`src/rtl/sid_osc_pkg.sv`:
```
// Shared definitions for the SID-style oscillator bank: register map, control bits, noise LFSR.
// Latency: n/a (constants and pure functions only).
// Backpressure: n/a.
package sid_osc_pkg;

    // Per-voice register addresses on the write port
    localparam logic [2:0] REG_FREQ_LO = 3'd0;
    localparam logic [2:0] REG_FREQ_HI = 3'd1;
    localparam logic [2:0] REG_PW_LO   = 3'd2;
    localparam logic [2:0] REG_PW_HI   = 3'd3;
    localparam logic [2:0] REG_CTRL    = 3'd4;

    // Control register bit positions
    localparam int CTRL_NOISE = 7;
    localparam int CTRL_PULSE = 6;
    localparam int CTRL_SAW   = 5;
    localparam int CTRL_TRI   = 4;
    localparam int CTRL_TEST  = 3;
    localparam int CTRL_RING  = 2;
    localparam int CTRL_SYNC  = 1;
    localparam int CTRL_GATE  = 0;

    // Noise generator
    localparam int              LFSR_W    = 23;
    localparam logic [LFSR_W-1:0] LFSR_SEED = 23'h7FFFFF;

    // Sweep FSM states
    typedef logic [0:0] state_t;
    localparam state_t ST_IDLE  = 1'b0;
    localparam state_t ST_SWEEP = 1'b1;

    // One noise clock: shift left, feedback is bit22 ^ bit17
    function automatic logic [LFSR_W-1:0] lfsr_step(input logic [LFSR_W-1:0] s);
        return {s[LFSR_W-2:0], s[22] ^ s[17]};
    endfunction

    // Noise output tap list, MSB first: 20,18,14,11,9,5,2,0
    function automatic logic [7:0] lfsr_taps(input logic [LFSR_W-1:0] s);
        return {s[20], s[18], s[14], s[11], s[9], s[5], s[2], s[0]};
    endfunction

endpackage

```
`src/rtl/sid_osc_wave.sv`:
```
// Single-voice waveform combiner: saw, triangle (with ring mod), pulse and noise, ANDed together.
// Latency: purely combinational, zero cycles; the caller registers the result.
// Backpressure: none, evaluated every cycle for whichever voice the bank is processing.
module sid_osc_wave
    import sid_osc_pkg::*;
#(
    parameter int ACC_W = 24,
    parameter int OUT_W = 12
) (
    input  logic [ACC_W-1:0]  acc_i,
    input  logic              noise_en_i,
    input  logic              pulse_en_i,
    input  logic              saw_en_i,
    input  logic              tri_en_i,
    input  logic              test_i,
    input  logic              ring_i,
    input  logic              ring_msb_i,
    input  logic [11:0]       pw_i,
    input  logic [LFSR_W-1:0] lfsr_i,
    output logic [OUT_W-1:0]  wave_o
);

    logic             tri_m;
    logic [OUT_W-1:0] saw_w;
    logic [OUT_W-1:0] tri_w;
    logic [OUT_W-1:0] pulse_w;
    logic [OUT_W-1:0] noise_w;
    logic [11:0]      noise12;
    logic             unused_acc_lo;

    // Low accumulator bits only carry phase precision, never reach the output
    assign unused_acc_lo = ^acc_i[ACC_W-13:0];

    // Build each component and AND together the selected ones
    always_comb begin
        saw_w   = acc_i[ACC_W-1 -: OUT_W];
        tri_m   = acc_i[ACC_W-1] ^ (ring_i & ring_msb_i);
        tri_w   = {acc_i[ACC_W-2 -: OUT_W-1] ^ {(OUT_W-1){tri_m}}, 1'b0};
        pulse_w = (test_i || (acc_i[ACC_W-1 -: 12] >= pw_i)) ? '1 : '0;
        noise12 = {lfsr_taps(lfsr_i), 4'b0000};
        noise_w = OUT_W'(noise12 >> (12 - OUT_W));
        wave_o  = '1;
        if (saw_en_i)   wave_o = wave_o & saw_w;
        if (tri_en_i)   wave_o = wave_o & tri_w;
        if (pulse_en_i) wave_o = wave_o & pulse_w;
        if (noise_en_i) wave_o = wave_o & noise_w;
        if (!(saw_en_i || tri_en_i || pulse_en_i || noise_en_i)) wave_o = '0;
    end

endmodule

```
`src/rtl/sid_osc_bank.sv`:
```
// Time-multiplexed SID-style oscillator bank: one voice per clock after each ce_1m tick.
// Latency: voice v sample appears v+1 clocks after the tick edge; wave_valid pulses once per voice.
// Backpressure: none; ticks arriving mid-sweep are dropped and flagged on sticky overrun.
module sid_osc_bank
    import sid_osc_pkg::*;
#(
    parameter int NUM_VOICES = 3,
    parameter int ACC_W      = 24,
    parameter int OUT_W      = 12,
    localparam int VW        = (NUM_VOICES > 1) ? $clog2(NUM_VOICES) : 1
) (
    input  logic                  clock,
    input  logic                  reset,
    input  logic                  ce_1m,
    input  logic                  wr_en,
    input  logic [VW-1:0]         wr_voice,
    input  logic [2:0]            wr_addr,
    input  logic [7:0]            wr_data,
    output logic                  wave_valid,
    output logic [VW-1:0]         wave_voice,
    output logic [OUT_W-1:0]      wave_data,
    output logic [NUM_VOICES-1:0] msb_out,
    output logic                  busy,
    output logic                  overrun
);

    localparam logic [VW-1:0] LAST_V = VW'(NUM_VOICES - 1);

    // Register file and per-voice oscillator state
    logic [7:0]            freq_lo_q [NUM_VOICES];
    logic [7:0]            freq_hi_q [NUM_VOICES];
    logic [7:0]            pw_lo_q   [NUM_VOICES];
    logic [3:0]            pw_hi_q   [NUM_VOICES];
    logic [7:0]            ctrl_q    [NUM_VOICES];
    logic [ACC_W-1:0]      acc_q     [NUM_VOICES];
    logic [LFSR_W-1:0]     lfsr_q    [NUM_VOICES];
    logic [NUM_VOICES-1:0] msb_lat_q;
    logic [NUM_VOICES-1:0] msb_prv_q;

    // Sweep control and output registers
    state_t           state_q, state_d;
    logic [VW-1:0]    cnt_q, cnt_d;
    logic             overrun_q, overrun_d;
    logic             wave_valid_q;
    logic [VW-1:0]    wave_voice_q;
    logic [OUT_W-1:0] wave_data_q;

    // Datapath for the voice currently being processed
    logic [VW-1:0]     src_v;
    logic [7:0]        cur_ctrl;
    logic              src_lat;
    logic              src_prv;
    logic [ACC_W-1:0]  acc_old;
    logic [ACC_W-1:0]  acc_new;
    logic [LFSR_W-1:0] lfsr_new;
    logic [OUT_W-1:0]  wave_new;
    logic              proc;
    logic              last_v;
    logic              wr_ok;
    logic              unused_gate;

    assign proc        = (state_q == ST_SWEEP);
    assign last_v      = (cnt_q == LAST_V);
    assign wr_ok       = wr_en && (int'(wr_voice) < NUM_VOICES);
    assign unused_gate = cur_ctrl[CTRL_GATE];

    assign busy       = proc;
    assign overrun    = overrun_q;
    assign wave_valid = wave_valid_q;
    assign wave_voice = wave_voice_q;
    assign wave_data  = wave_data_q;
    assign msb_out    = msb_lat_q;

    // Next accumulator / LFSR for the current voice; sync source is the previous voice (wrapping)
    always_comb begin
        src_v    = (cnt_q == '0) ? LAST_V : cnt_q - VW'(1);
        cur_ctrl = ctrl_q[cnt_q];
        src_lat  = msb_lat_q[src_v];
        src_prv  = msb_prv_q[src_v];
        acc_old  = acc_q[cnt_q];
        if (cur_ctrl[CTRL_TEST]) begin
            acc_new = '0;
        end else if (cur_ctrl[CTRL_SYNC] && src_lat && !src_prv) begin
            acc_new = '0;
        end else begin
            acc_new = acc_old + ACC_W'({freq_hi_q[cnt_q], freq_lo_q[cnt_q]});
        end
        if (cur_ctrl[CTRL_TEST]) begin
            lfsr_new = LFSR_SEED;
        end else if (!acc_old[ACC_W-5] && acc_new[ACC_W-5]) begin
            lfsr_new = lfsr_step(lfsr_q[cnt_q]);
        end else begin
            lfsr_new = lfsr_q[cnt_q];
        end
    end

    sid_osc_wave #(
        .ACC_W(ACC_W),
        .OUT_W(OUT_W)
    ) u_wave (
        .acc_i      (acc_new),
        .noise_en_i (cur_ctrl[CTRL_NOISE]),
        .pulse_en_i (cur_ctrl[CTRL_PULSE]),
        .saw_en_i   (cur_ctrl[CTRL_SAW]),
        .tri_en_i   (cur_ctrl[CTRL_TRI]),
        .test_i     (cur_ctrl[CTRL_TEST]),
        .ring_i     (cur_ctrl[CTRL_RING]),
        .ring_msb_i (src_lat),
        .pw_i       ({pw_hi_q[cnt_q], pw_lo_q[cnt_q]}),
        .lfsr_i     (lfsr_new),
        .wave_o     (wave_new)
    );

    // Sweep FSM: a tick on the last-voice edge chains straight into the next sweep
    always_comb begin
        state_d   = state_q;
        cnt_d     = cnt_q;
        overrun_d = overrun_q;
        if (state_q == ST_IDLE) begin
            if (ce_1m) begin
                state_d = ST_SWEEP;
                cnt_d   = '0;
            end
        end else if (last_v) begin
            cnt_d   = '0;
            state_d = ce_1m ? ST_SWEEP : ST_IDLE;
        end else begin
            cnt_d = cnt_q + VW'(1);
            if (ce_1m) overrun_d = 1'b1;
        end
    end

    // FSM and sticky overrun state
    always_ff @(posedge clock or posedge reset) begin
        if (reset) begin
            state_q   <= ST_IDLE;
            cnt_q     <= '0;
            overrun_q <= 1'b0;
        end else begin
            state_q   <= state_d;
            cnt_q     <= cnt_d;
            overrun_q <= overrun_d;
        end
    end

    // Register the sample of the voice processed on this edge
    always_ff @(posedge clock or posedge reset) begin
        if (reset) begin
            wave_valid_q <= 1'b0;
            wave_voice_q <= '0;
            wave_data_q  <= '0;
        end else begin
            wave_valid_q <= proc;
            if (proc) begin
                wave_voice_q <= cnt_q;
                wave_data_q  <= wave_new;
            end
        end
    end

    // Advance the processed voice's accumulator, LFSR and MSB history
    always_ff @(posedge clock or posedge reset) begin
        if (reset) begin
            for (int i = 0; i < NUM_VOICES; i++) begin
                acc_q[i]  <= '0;
                lfsr_q[i] <= LFSR_SEED;
            end
            msb_lat_q <= '0;
            msb_prv_q <= '0;
        end else if (proc) begin
            acc_q[cnt_q]     <= acc_new;
            lfsr_q[cnt_q]    <= lfsr_new;
            msb_prv_q[cnt_q] <= msb_lat_q[cnt_q];
            msb_lat_q[cnt_q] <= acc_new[ACC_W-1];
        end
    end

    // Register-file writes; allowed in any state, processing sees the pre-write value
    always_ff @(posedge clock or posedge reset) begin
        if (reset) begin
            for (int i = 0; i < NUM_VOICES; i++) begin
                freq_lo_q[i] <= '0;
                freq_hi_q[i] <= '0;
                pw_lo_q[i]   <= '0;
                pw_hi_q[i]   <= '0;
                ctrl_q[i]    <= '0;
            end
        end else if (wr_ok) begin
            case (wr_addr)
                REG_FREQ_LO: freq_lo_q[wr_voice] <= wr_data;
                REG_FREQ_HI: freq_hi_q[wr_voice] <= wr_data;
                REG_PW_LO:   pw_lo_q[wr_voice]   <= wr_data;
                REG_PW_HI:   pw_hi_q[wr_voice]   <= wr_data[3:0];
                REG_CTRL:    ctrl_q[wr_voice]    <= wr_data;
                default:     ;
            endcase
        end
    end

endmodule

```
`config.mk`:
```
export PLATFORM = sky130hd
export DESIGN_NAME = sid_osc_bank
export DESIGN_NICKNAME = d
export VERILOG_FILES = /design/src/rtl/sid_osc_pkg.sv /design/src/rtl/sid_osc_wave.sv /design/src/rtl/sid_osc_bank.sv
export SDC_FILE = /design/constraint.sdc
export NUM_CORES = 1
export LEC_CHECK = 0
export BUFFER_PORTS_ARGS = -buffer_cell sky130_fd_sc_hd__buf_4
export CORE_MARGIN = 2
export CORE_UTILIZATION = 50
export CTS_BUF_LIST = sky130_fd_sc_hd__clkbuf_8
export CTS_CLUSTER_DIAMETER = 80
export CTS_CLUSTER_SIZE = 10
export DETAILED_ROUTE_END_ITERATION = 10
export GPL_ROUTABILITY_DRIVEN = 0
export PLACE_DENSITY = 0.66
export SLEW_MARGIN = 5
export SYNTH_ARGS = -nofsm -noshare
export SYNTH_HDL_FRONTEND = slang
export SYNTH_HIERARCHICAL = 1
export SYNTH_SLANG_ARGS = --single-unit
```
`constraint.sdc`:
```
create_clock -name clock -period 10.2 [get_ports clock]
set_input_delay 1.02 -clock clock [delete_from_list [all_inputs] [get_ports clock]]
set_output_delay 1.02 -clock clock [all_outputs]
set_load 0.01 [all_outputs]
```
==> run metrics, run 1 <==
status=finished clean; layout net count=1,418; number of clock sinks=268; Critical Path Source Type=flop; count of warnings emitted by yosys=6; required time at the worst-slack endpoint=10.67 ns; kind of end point of the critical path=flop; met3 track demand over resource=0.0314; final standard cell count with taps included and fillers excluded=1,757; Top-Level Pins=37; worst hold margin=0.475 ns; capturing element of the worst setup path=wave_data[5]; Critical Path Source=cnt_q[0]; reported leakage power=6.51 nW; endpoints failing setup=0; power density over cell area=312 mW/mm^2; vertical die dimension=173 um; fraction of final layout cells sized beyond drive strength 1=0.236; Post-Syn Instances=1,388; final antenna diode count=0; combined flip-flop and latch cell area=0.00680 sq mm; Max IR drop VDD=134 uV; later-pin clock latency in the skew report=0.60 ns; relative area change from synthesis to final layout=6.30%; H-Tree Depth=1; filler cell count=2,575; busiest layer in global routing=met2; effective utilization at floorplan=0.511; aggregate negative setup slack=0 ns; initial antenna violation count=0; area of the mapped netlist=0.0143 sq mm; maximum count of clock buffers along a single path=3; area inside the core boundary=0.0279 sq mm; fraction of power consumed by sequential logic=0.360; slew of the pin with the lowest slew margin=1.10 ns; combinational share of power=0.503; CP cell instances=nor2b_4, buf_4, nand2_1, o21ai_0, ha_1, o21ai_0, nor3_1, o211ai_1, a31oi_4, a31oi_1, nor3b_1, ha_1, and3_1, o21ai_1, o2111ai_2, a22oi_4, a211oi_2, mux2_2; Starting DRT DRC Count=684; vias in the first global route=10,175; Worst-path clk slew=0.09 ns; critical path's slowest cell=nor2b_4; cts repair resizes=0; total congestion overflow=0; final routed wire length divided by cell count=19.2 um; Clk network pwr share=0.138; Data arrival, critical path=6.73 ns; CTS tree=yes; root buffer cell=clkbuf_8; post-route clock period utilization=0.614; maximum single-stage delay on the critical path=0.75 ns; Port-buffer cells=36; count of antenna-violating nets left after detailed routing=0; Setup Buffers After CTS=0; Worst Hold Path Cells=1; origin of the critical flop-to-flop path=cnt_q[0]; relative max-transition margin=0.267; Internal=2.67 mW; met2 Usage GRT=0.363; FF-to-FF End=wave_data[5]; maxcap violations=0; die extent in x=173 um; achievable frequency=0.160 GHz; max-slew violation total from the final report=0; aggregate global-route resource usage=0.226; row count=61; type of the worst setup path=flop to flop; cell area after layout=0.0152 sq mm; footprint of the multi-input gates=0.00693 sq mm; DRC violation count after routing=0; setup slack of the worst register-to-register path=3.94 ns; HPWL after detailed placement=21.9 mm; cts-stage hold buffer count=0; number of buffers created by CTS=30; Post-Place Cell Area=0.0147 sq mm; detailed-router iteration count before antenna repair=5; global-route wire length before repair=55.2 mm; setup repair after global routing missed its margin=false; detail-routed via count per cell=5.81; routing usage on met1=0.324; overall die area=0.0299 sq mm; net switching fraction of the power=0.435; worst-path fanout max=52; mean instance size in the synthesized netlist=10.3 sq um; minimum clock period after layout=6.26 ns; number of cell instances on the worst register-to-register path=18; number of cells in the design after placement=1,715; most frequent cells in the layout=dfrtp_1, nand2_1, mux2_2; Final Hold Fails=0; routed vias=10,206; classification of the worst-slack hold path=flop to flop; Switch Pwr=2.06 mW; final wirelength=33.8 mm; worst-case clock skew=0.0171 ns; number of nets produced by synthesis=1,437; pin count of the biggest net entering global routing=121; commonest non-fill, non-tap cell in the layout=dfrtp_1
[metrics by stage]
step            util  power [mW]  setup WS, ns
2_1_floorplan      -        3.47          1.91
3_3_place_gp   0.526        4.02          4.24
3_5_place_dp   0.526        4.08          4.05
4_1_cts        0.543        4.75          4.01
5_1_grt        0.543        5.08          3.50
6_report       0.543        4.73          3.94
[how the worst min path moves through the flow]
stage               from         to  slack [ns]
2_1_floorplan  acc_q[51]  acc_q[51]        0.45
4_1_cts        acc_q[51]  acc_q[51]        0.48
5_1_grt        acc_q[57]  acc_q[57]        0.50
3_5_place_dp   acc_q[51]  acc_q[51]        0.46
3_3_place_gp     overrun    overrun        0.45
6_report         overrun    overrun        0.47
[layer usage]
layer | vias to the layer above | share of wire
met2 | 220 | 0.46
li1 | 4887 | -
met5 | - | 0
met4 | 0 | 0.022
met1 | 5053 | 0.47
met3 | 46 | 0.047
[power by group through the flow]
stage | Sequential (mW) | Clock (mW) | Combinational, mW
global route | 1.74 | 0.711 | 2.62
floorplan | 1.65 | 0 | 1.82
CTS | 1.70 | 0.674 | 2.37
detailed placement | 1.72 | 0 | 2.36
finish | 1.70 | 0.650 | 2.38
global placement | 1.70 | 0 | 2.32
[flip-flops by register name (all words and copies together) (netlist names)]
signal / count
acc_q: 70
lfsr_q: 69
freq_hi_q: 24
freq_lo_q: 24
pw_lo_q: 24
ctrl_q: 21
pw_hi_q: 12
wave_data: 12
msb_prv_q: 3
cnt_q: 2
msb_out: 2
wave_voice: 2
busy: 1
overrun: 1
wave_valid: 1
[critical path, delay by kind of cell, from the launching register on]
family,cells,cell delay [ns]
AO/OA/AOI/OAI,9,1.81
buffers and inverters,1,0.66
multiplexers,1,0.28
flip-flops,1,0.66
adder cells (fa/ha/maj),2,0.58
AND/OR/NAND/NOR,5,2.10
[final cells by class]
cell class | instances | share of cell area
Clock buffer | 32 | 0.0290
Clock inverter | 10 | 0.00247
Inverter | 26 | 0.00693
Multi-Input combinational cell | 992 | 0.457
Sequential cell | 268 | 0.448
Tap cell | 378 | 0.0312
Timing Repair Buffer | 51 | 0.0252
No activity file was read; power rests on OpenSTA's default activity.
==> run 2, diff against run 1 <==
- PLACE_DENSITY: 0.66 -> 0.69
- clock period: 10.2 -> 5.7 ns (I/O delays scaled with it)
==> run 2 against run 1 <==
Non-clock buffer count up 5. Via count increased by 0.42%. Final area up 0.64%. Combinational power is 83% higher. Critical path depth grew 1. Wire length is 0.58% lower. Highest routed layer unchanged.
==> run metrics, run 2 (synthesis gave the netlist of run 1 again) <==
HPWL after detailed placement=21.5 mm; aggregate negative setup slack=0 ns; later-pin clock latency in the skew report=0.60 ns; maxcap violations=0; status=finished clean; Final Hold Fails=0; effective utilization at floorplan=0.511; combined buffer and inverter count along the critical path=6; achievable frequency=0.183 GHz; global-route wire length before repair=54.8 mm; largest registers=acc_q x70, lfsr_q x69; initial antenna violation count=0; row count=61; Top-Level Pins=37; overall die area=0.0299 sq mm; Critical Path Source Type=flop; detail-routed via count per cell=5.82; Data arrival, critical path=5.94 ns; Starting DRT DRC Count=741; kind of end point of the critical path=flop; die extent in x=173 um; root buffer cell=clkbuf_8; H-Tree Depth=1; Max IR drop VDD=282 uV; routed vias=10,249; fraction of final layout cells sized beyond drive strength 1=0.241; vias in the first global route=10,127; kind of cell adding the most delay to the critical path=buffers and inverters; minimum clock period after layout=5.46 ns; power density over cell area=558 mW/mm^2; cts-stage hold buffer count=0; slew of the pin with the lowest slew margin=1.04 ns; classification of the worst-slack hold path=input pin to async pin; most used cell, CP=buf_4; detailed-router iteration count before antenna repair=7; aggregate global-route resource usage=0.222; setup slack after placement=0.327 ns; vertical die dimension=173 um; maximum single-stage delay on the critical path=0.65 ns; type of the worst setup path=flop to flop; layout net count=1,424; endpoints failing setup=0; final antenna diode count=0; register ranked first by flip-flop count=acc_q; relative area change from synthesis to final layout=6.99%; post-layout total power=8.52 mW; slack of the critical path=0.236 ns; Port-buffer cells=36; cell area after layout=0.0153 sq mm; relative max-transition margin=0.305; final wirelength=33.6 mm; worst-path fanout max=26; final routed wire length divided by cell count=19.1 um; max-slew violation total from the final report=0; worst-case clock skew=0.0257 ns; maximum count of clock buffers along a single path=3; Worst-path clk slew=0.08 ns; post-layout utilization of the core=0.546; worst hold margin=0.161 ns; DRC violation count after routing=0; required time at the worst-slack endpoint=6.17 ns; commonest non-fill, non-tap cell in the layout=dfrtp_1; pin count of the biggest net entering global routing=173; Post-Place Cell Area=0.0148 sq mm; reported leakage power=6.54 nW; most frequent cells in the layout=dfrtp_1, nand2_1, mux2_2; critical path's slowest cell=dfrtp_4; CP cell instances=buf_12, buf_4, buf_4, inv_1, ha_1, mux2i_1, o21ai_0, o2111ai_1, nand2b_1, nor3b_1, buf_4, ha_1, and3_1, o21ai_1, o2111ai_2, a22oi_4, buf_12, a211oi_2, mux2_2; count of antenna-violating nets left after detailed routing=0; area inside the core boundary=0.0279 sq mm; CTS tree=yes; number of buffers created by CTS=30; filler cell count=2,504; post-route clock period utilization=0.959; number of cells in the design after placement=1,719; max FFs per register=70; final standard cell count with taps included and fillers excluded=1,761; total congestion overflow=0; number of clock sinks=268
## run 2: worst paths after layout
path | from | endpoint | slack, ns | cells past startpoint
worst max-delay path | cnt_q[1] | wave_data[6] | 0.24 | 19
min in group clock | ce_1m | busy | 0.22 | 2
worst max register to register | cnt_q[1] | wave_data[6] | 0.24 | 19
worst min register to register | acc_q[9] | acc_q[9] | 0.48 | 2
worst min-delay path | reset | overrun | 0.16 | 3
max in group asynchronous | reset | cnt_q[0] | 4.59 | 3
## run 2: report_power, final
| part | total, mW | internal (mW) | leakage, nW | switching [mW] |
|---|---|---|---|---|
| clock | 1.15 | 0.490 | 0.270 | 0.660 |
| combinational | 4.36 | 1.65 | 2.97 | 2.71 |
| sequential | 3.01 | 2.68 | 3.30 | 0.322 |
## run 2: final cells by class
cell class / instances / area, sq um / share of cell area
Inverter: 26 / 101 / 0.00664
Tap cell: 378 / 473 / 0.0310
Timing Repair Buffer: 56 / 483 / 0.0316
Clock buffer: 31 / 427 / 0.0279
Sequential cell: 268 / 6800 / 0.445
Clock inverter: 9 / 38.8 / 0.00254
Multi-Input combinational cell: 993 / 6950 / 0.455
## run 2: repair_timing
action | 4_1_cts | 5_1_grt
setup buffers | 0 | 1
setup endpoints to repair | 0 | 12
gates resized for setup | 0 | 1
## run 2: metal layers
layer	wire length, um	track usage	up-vias
met5	0	0	-
met4	780	0.0614	0
met3	1400	0.0301	53
met2	15200	0.348	204
met1	16200	0.325	5094
li1	-	-	4898
## run 2: worst reg2reg max path, delay by kind of cell, from the launching register on
| family | cells | cell delay, ns |
|---|---|---|
| buf+inv | 6 | 1.53 |
| compound gates | 6 | 1.33 |
| flops | 1 | 0.65 |
| simple gates | 3 | 0.76 |
| mux | 2 | 0.41 |
| fa+ha+maj | 2 | 0.67 |
